`src/rtl/sp_unit_mmr_cmd.sv`:
```
// MMR command unit: one-hot LOAD/STORE/SET/CLR/INTR/WAIT commands against an RW and an RO
// register bank, with results returned through the wb_done/wb_ack writeback handshake.
module sp_unit_mmr_cmd #(
    parameter int unsigned NRW        = 8,
    parameter int unsigned NRO        = 8,
    parameter int unsigned NINTR      = 4,
    parameter int unsigned TIMEOUT    = 1024,
    parameter int unsigned RO_SEL_BIT = 16
) (
    input  logic                                  clk,
    input  logic                                  rst,
    input  logic                                  issue_new_request,
    output logic                                  issue_ready,
    input  logic [5:0]                            issue_cmd,
    input  logic [31:0]                           rs1,
    input  logic [31:0]                           rs2,
    output logic                                  wb_done,
    input  logic                                  wb_ack,
    output logic [31:0]                           result,
    input  logic [NRW*32-1:0]                     rw_data,
    input  logic [NRO*32-1:0]                     ro_data,
    output logic                                  rw_store,
    output logic [$clog2(NRW > 1 ? NRW : 2)-1:0]  rw_store_idx,
    output logic [31:0]                           rw_store_data,
    output logic [31:0]                           rw_store_mask,
    output logic [NINTR-1:0]                      isr_pulses
);

    localparam int unsigned IW = $clog2(NRW > 1 ? NRW : 2);
    localparam int unsigned CW = $clog2(TIMEOUT + 1);

    localparam logic [1:0] StIdle = 2'd0;
    localparam logic [1:0] StWait = 2'd1;
    localparam logic [1:0] StDone = 2'd2;

    logic [1:0]    state_q;
    logic [15:0]   idx_q;
    logic          ro_q;
    logic [31:0]   mask_q;
    logic [CW-1:0] count_q;

    logic [15:0]   sel_idx;
    logic          sel_ro;
    logic [31:0]   sel_val;
    logic          sel_valid;
    logic          intr_valid;
    logic          wait_match;
    logic          accept;

    // rs1 upper bits other than the bank select carry no meaning here.
    logic unused_rs1;
    assign unused_rs1 = ^rs1;

    assign issue_ready = (state_q == StIdle);
    assign wb_done     = (state_q == StDone);
    assign accept      = issue_new_request & issue_ready;

    // The bank/index come straight from rs1 while idle and from the latched copy while polling.
    always_comb begin
        sel_idx = (state_q == StIdle) ? rs1[15:0] : idx_q;
        sel_ro  = (state_q == StIdle) ? rs1[RO_SEL_BIT] : ro_q;
        sel_val = '0;
        for (int i = 0; i < NRW; i++) begin
            if (!sel_ro && sel_idx == 16'(i)) sel_val = rw_data[32*i +: 32];
        end
        for (int i = 0; i < NRO; i++) begin
            if (sel_ro && sel_idx == 16'(i)) sel_val = ro_data[32*i +: 32];
        end
        sel_valid  = sel_ro ? (32'(sel_idx) < NRO) : (32'(sel_idx) < NRW);
        intr_valid = 32'(rs1[15:0]) < NINTR;
        wait_match = (sel_val & mask_q) == mask_q;
    end

    always_ff @(posedge clk) begin
        if (rst) begin
            state_q       <= StIdle;
            idx_q         <= '0;
            ro_q          <= 1'b0;
            mask_q        <= '0;
            count_q       <= '0;
            result        <= '0;
            rw_store      <= 1'b0;
            rw_store_idx  <= '0;
            rw_store_data <= '0;
            rw_store_mask <= '0;
            isr_pulses    <= '0;
        end else begin
            rw_store   <= 1'b0;
            isr_pulses <= '0;
            case (state_q)
                StIdle: begin
                    if (accept) begin
                        idx_q   <= rs1[15:0];
                        ro_q    <= rs1[RO_SEL_BIT];
                        mask_q  <= rs2;
                        count_q <= '0;
                        state_q <= StDone;
                        if (issue_cmd[5]) begin
                            if (sel_valid) state_q <= StWait;
                            else           result  <= 32'h8000_0000;
                        end else if (issue_cmd[0]) begin
                            result <= sel_valid ? sel_val : 32'h0;
                        end else if (issue_cmd[1] || issue_cmd[2] || issue_cmd[3]) begin
                            // Stores into the RO bank or out of range are dropped and flagged.
                            if (sel_valid && !sel_ro) begin
                                rw_store      <= 1'b1;
                                rw_store_idx  <= sel_idx[IW-1:0];
                                rw_store_data <= issue_cmd[1] ? rs2 :
                                                 issue_cmd[2] ? 32'hFFFF_FFFF : 32'h0;
                                rw_store_mask <= issue_cmd[1] ? 32'hFFFF_FFFF : rs2;
                                result        <= 32'h0;
                            end else begin
                                result <= 32'h1;
                            end
                        end else if (issue_cmd[4]) begin
                            for (int i = 0; i < NINTR; i++) begin
                                isr_pulses[i] <= rs2[0] && (rs1[15:0] == 16'(i));
                            end
                            result <= intr_valid ? 32'h0 : 32'h1;
                        end else begin
                            result <= 32'h0;
                        end
                    end
                end
                StWait: begin
                    // A match on the last permitted compare still counts as success.
                    if (wait_match) begin
                        result  <= 32'(count_q);
                        state_q <= StDone;
                    end else if (32'(count_q) >= TIMEOUT - 1) begin
                        result  <= 32'h8000_0000 | 32'(TIMEOUT - 1);
                        state_q <= StDone;
                    end else if (count_q != {CW{1'b1}}) begin
                        count_q <= count_q + CW'(1);
                    end
                end
                StDone: begin
                    if (wb_ack) state_q <= StIdle;
                end
                default: state_q <= StIdle;
            endcase
        end
    end

endmodule

```
`config.mk`:
```
export PLATFORM = sky130hd
export DESIGN_NAME = sp_unit_mmr_cmd
export DESIGN_NICKNAME = d
export VERILOG_FILES = /design/src/rtl/sp_unit_mmr_cmd.sv
export SDC_FILE = /design/constraint.sdc
export NUM_CORES = 1
export LEC_CHECK = 0
export CAP_MARGIN = 5
export CORE_AREA = 4 4 263 265
export CTS_CLUSTER_DIAMETER = 50
export DETAILED_ROUTE_END_ITERATION = 8
export DIE_AREA = 0 0 267 269
export MAX_ROUTING_LAYER = met4
export PLACE_DENSITY = 0.42
export SYNTH_ARGS = -nofsm -noshare
export SYNTH_HDL_FRONTEND = slang
export SYNTH_SLANG_ARGS = --single-unit
```
`constraint.sdc`:
```
create_clock -name clk -period 4.95 [get_ports clk]
set_input_delay 0.495 -clock clk [delete_from_list [all_inputs] [get_ports clk]]
set_output_delay 0.495 -clock clk [all_outputs]
set_load 0.005 [all_outputs]
```
==> reports/qor.csv <==
metric,value,unit
Post-synth top cells,"181 x nand2_1, 175 x nor2_1, 170 x a21oi_1",
Mapped Nets,2420,
final hold violation count,0,
wire length per cell,36.80,um
max_cap viols,0,
Post-Synthesis Cell Area,13420,sq um
RSZ-0062 raised after global routing,false,
WL final,132500,um
H-tree Lvls,4,
"most used cell, CP",buf_4,
fill count,7087,
nature of the critical path startpoint,primary input,
layout cells sized above 1,17.32,%
Final setup viols,0,
Synth top area share,24.77,%
Leak Pwr,8.537,nW
crit-path cells,clkdlybuf4s50_1 -> buf_4 -> nor4_2 -> buf_4 -> a32o_2 -> buf_4 -> and2_2 -> buf_12 -> buf_4 -> a22oi_1 -> o211ai_1 -> buf_4 -> o21a_1 -> nor3b_1 -> nor4_1 -> and4_1 -> and3_4 -> or4_1 -> a31oi_1,
proportion of synthesized area in mux cells,1.492,%
DIE WIDTH,267,um
PortBufs,676,
number of synthesized flops with an enable pin,0,
Iter 0 DRT Violations,2251,
pre-CTS setup slack,-764.5,ps
slew margin rel.,20.20,%
Worst Path Buf+Inv,7,
post-route worst setup slack,20.21,ps
Post-Synth Adder-Cell Area,0.09327,%
"FF+latch count, synth",166,
CORE AREA,66800,sq um
initial core utilization,20.08,%
Top Ports,692,
first-pass GRT wire length,176100,um
Initial DRT Pass Iterations,8,
synthesized netlist cell count,1833,
Critical Path RT,5340,ps
CTS Root Cell,clkbuf_16,
"Clk Latency, worst-skew pair",470,ps
DIE HEIGHT,269,um
yosys warns,0,
Hold Path Class,register to register,
Top Family by Delay on Critical Path,simple AND/OR/NAND/NOR gates,
site row count,95,
highest clock rate,202.8,MHz
CTS tree,yes,
initial antenna violation count,24,
slew of the pin with the lowest slew margin,1197,ps
Total Routing Usage GR,36.30,%
crit path kind,primary input to register,
Worst-path clk slew,70,ps
power density over the cells,184.3,nW/um^2
synth top area cells,"dfxtp_1 25%, a21oi_1 6.3%, nand2_1 5.1%",
vias in the first global route,20180,
VDD IR-drop max,0.3012,mV
Max Clock Skew,29.40,ps
library cells used by synthesis,104,
CP peak stage delay,530,ps
largest net degree at the start of global routing,94,
Residual DRC,0,
via/cell ratio,5.720,
hpwl dp,112500,um
Vias,20600,
Layout area overhead,81.13,%
top-count cell post-synth,nand2_1,
GPL Wtd Cong,1.044,
Tmin final,4930,ps
post-synthesis xor/xnor area fraction,0.1306,%
net count reported at finish,3282,
Synth Area in Compound Gates,44.07,%
period utilisation layout,99.59,%
GRT overflow,0,
hold slack final,458.8,ps
Final ANT Viol Nets,0,
status,"complete, no violations",
CTS buffer count,17,
Final Max Slew Viols,0,
clk sinks,166,
Most used DFF post-synth,dfxtp_1,
largest family of logic cells by synthesized area,compound AO/OA/AOI/OAI gates,
Worst Path Max Fanout,12,
CP max-delay cell,nor3b_1,
CTS Buffer Depth,2,
simple logic cell fraction of the synthesized area,21.84,%
die area,71820,sq um
crit path capture type,register,
post-synthesis async set-or-reset flop share,0,%
Yosys top cell by area,dfxtp_1,
"Avg Cell Area, Syn",7.319,sq um
sequential share of the synthesized area,24.77,%
Crit path arrival time,5320,ps
path summary, 6_finish.rpt:
check | slack [ps] | endpoint | from | cells past startpoint
max reg2reg | 100 | count_q[5] | state_q[0] | 17
min reg2reg | 460 | idx_q[14] | idx_q[14] | 2
min | 460 | idx_q[14] | idx_q[14] | 2
max | 20 | count_q[5] | rs1[4] | 19
per-layer routing:
metal | track usage (%) | vias to the layer above | part of all wire [%]
met5 | - | - | 0
met4 | 9.852 | 0 | 3.0
met3 | 6.333 | 140 | 7.7
met2 | 56.00 | 1195 | 44
met1 | 49.11 | 10350 | 45
li1 | - | 8917 | -
cell families (layout without fill, tap and decap cells):
family          Yosys count  count (layout)
compound gates          822             822
xor+xnor                  2               2
fa+ha+maj                 1               1
buf+inv                 217            1092
flops                   166             166
mux                      19              19
other cells               0              20
simple gates            606             606
cell usage in the layout (no fill, tap or decap), types with 17 or more instances in the layout:
cell type	count
dfxtp_1	166
nor4_1	29
a21oi_1	167
a221o_1	20
clkbuf_16	17
a221oi_1	25
buf_4	316
a211oi_1	87
a22oi_1	38
a22o_1	38
nor2_1	173
and3_1	18
o21ai_0	85
nor3_1	22
nand2_1	179
clkdlybuf4s50_1	674
nand3_1	69
diode_2	20
a31oi_1	23
o21a_1	26
o211ai_1	57
buf_12	34
inv_1	34
o22ai_1	41
registers in the layout, indices dropped and copies added (netlist names):
register and count:
count_q 11, idx_q 16, isr_pulses 4, mask_q 32, result 32, ro_q 1
rw_store 1, rw_store_data 32, rw_store_idx 3, rw_store_mask 32, state_q 2
stage by stage:
| stage | cell area (sq um) | power (mW) | instances | utilization (%) | setup TNS [ps] |
|---|---|---|---|---|---|
| 6_report | 24300 | 4.477 | 3601 | 36.38 | 0 |
| 5_1_grt | 24290 | 4.612 | 3598 | 36.36 | 0 |
| 4_1_cts | 24160 | 4.461 | 3580 | 36.17 | 0 |
| 3_5_place_dp | 23460 | 3.023 | 3548 | 35.12 | -26340 |
| 3_3_place_gp | 23460 | 3.033 | 3548 | 35.12 | -34550 |
| 2_1_floorplan | 13420 | 1.914 | 1833 | - | 0 |
final cells by class:
cell class              instances  area, sq um  area share [%]
multi-input cells            1450         9264           38.12
inverters                      35        131.4          0.5407
clock inverters                15        209.0          0.8599
well taps                     873         1092           4.495
flip-flops and latches        166         3323           13.68
diodes                         20        50.05          0.2060
clock buffers                  17        425.4           1.751
repair buffers               1025         9804           40.35
power breakdown:
| group | switching [mW] | total (mW) | internal [mW] | leakage (nW) |
|---|---|---|---|---|
| Sequential | 0.0372 | 1.41 | 1.37 | 1.35 |
| Combinational | 0.876 | 1.65 | 0.770 | 6.89 |
| Clock | 0.723 | 1.43 | 0.702 | 0.304 |
repair_timing:
item | CTS | global route
pin swaps | 0 | 2
hold buffers | 0 | 0
cloned | 0 | 0
endpoints found under the setup margin | 41 | 33
setup buffers | 0 | 1
resized for setup | 11 | 12
tightest hold or removal path, cell delays in order, from the launching register on:
cell	delay (ps)
dfxtp_1	310
nand2_1	50
a21oi_1	50
Note: power is estimated with default switching activity, not from simulation.
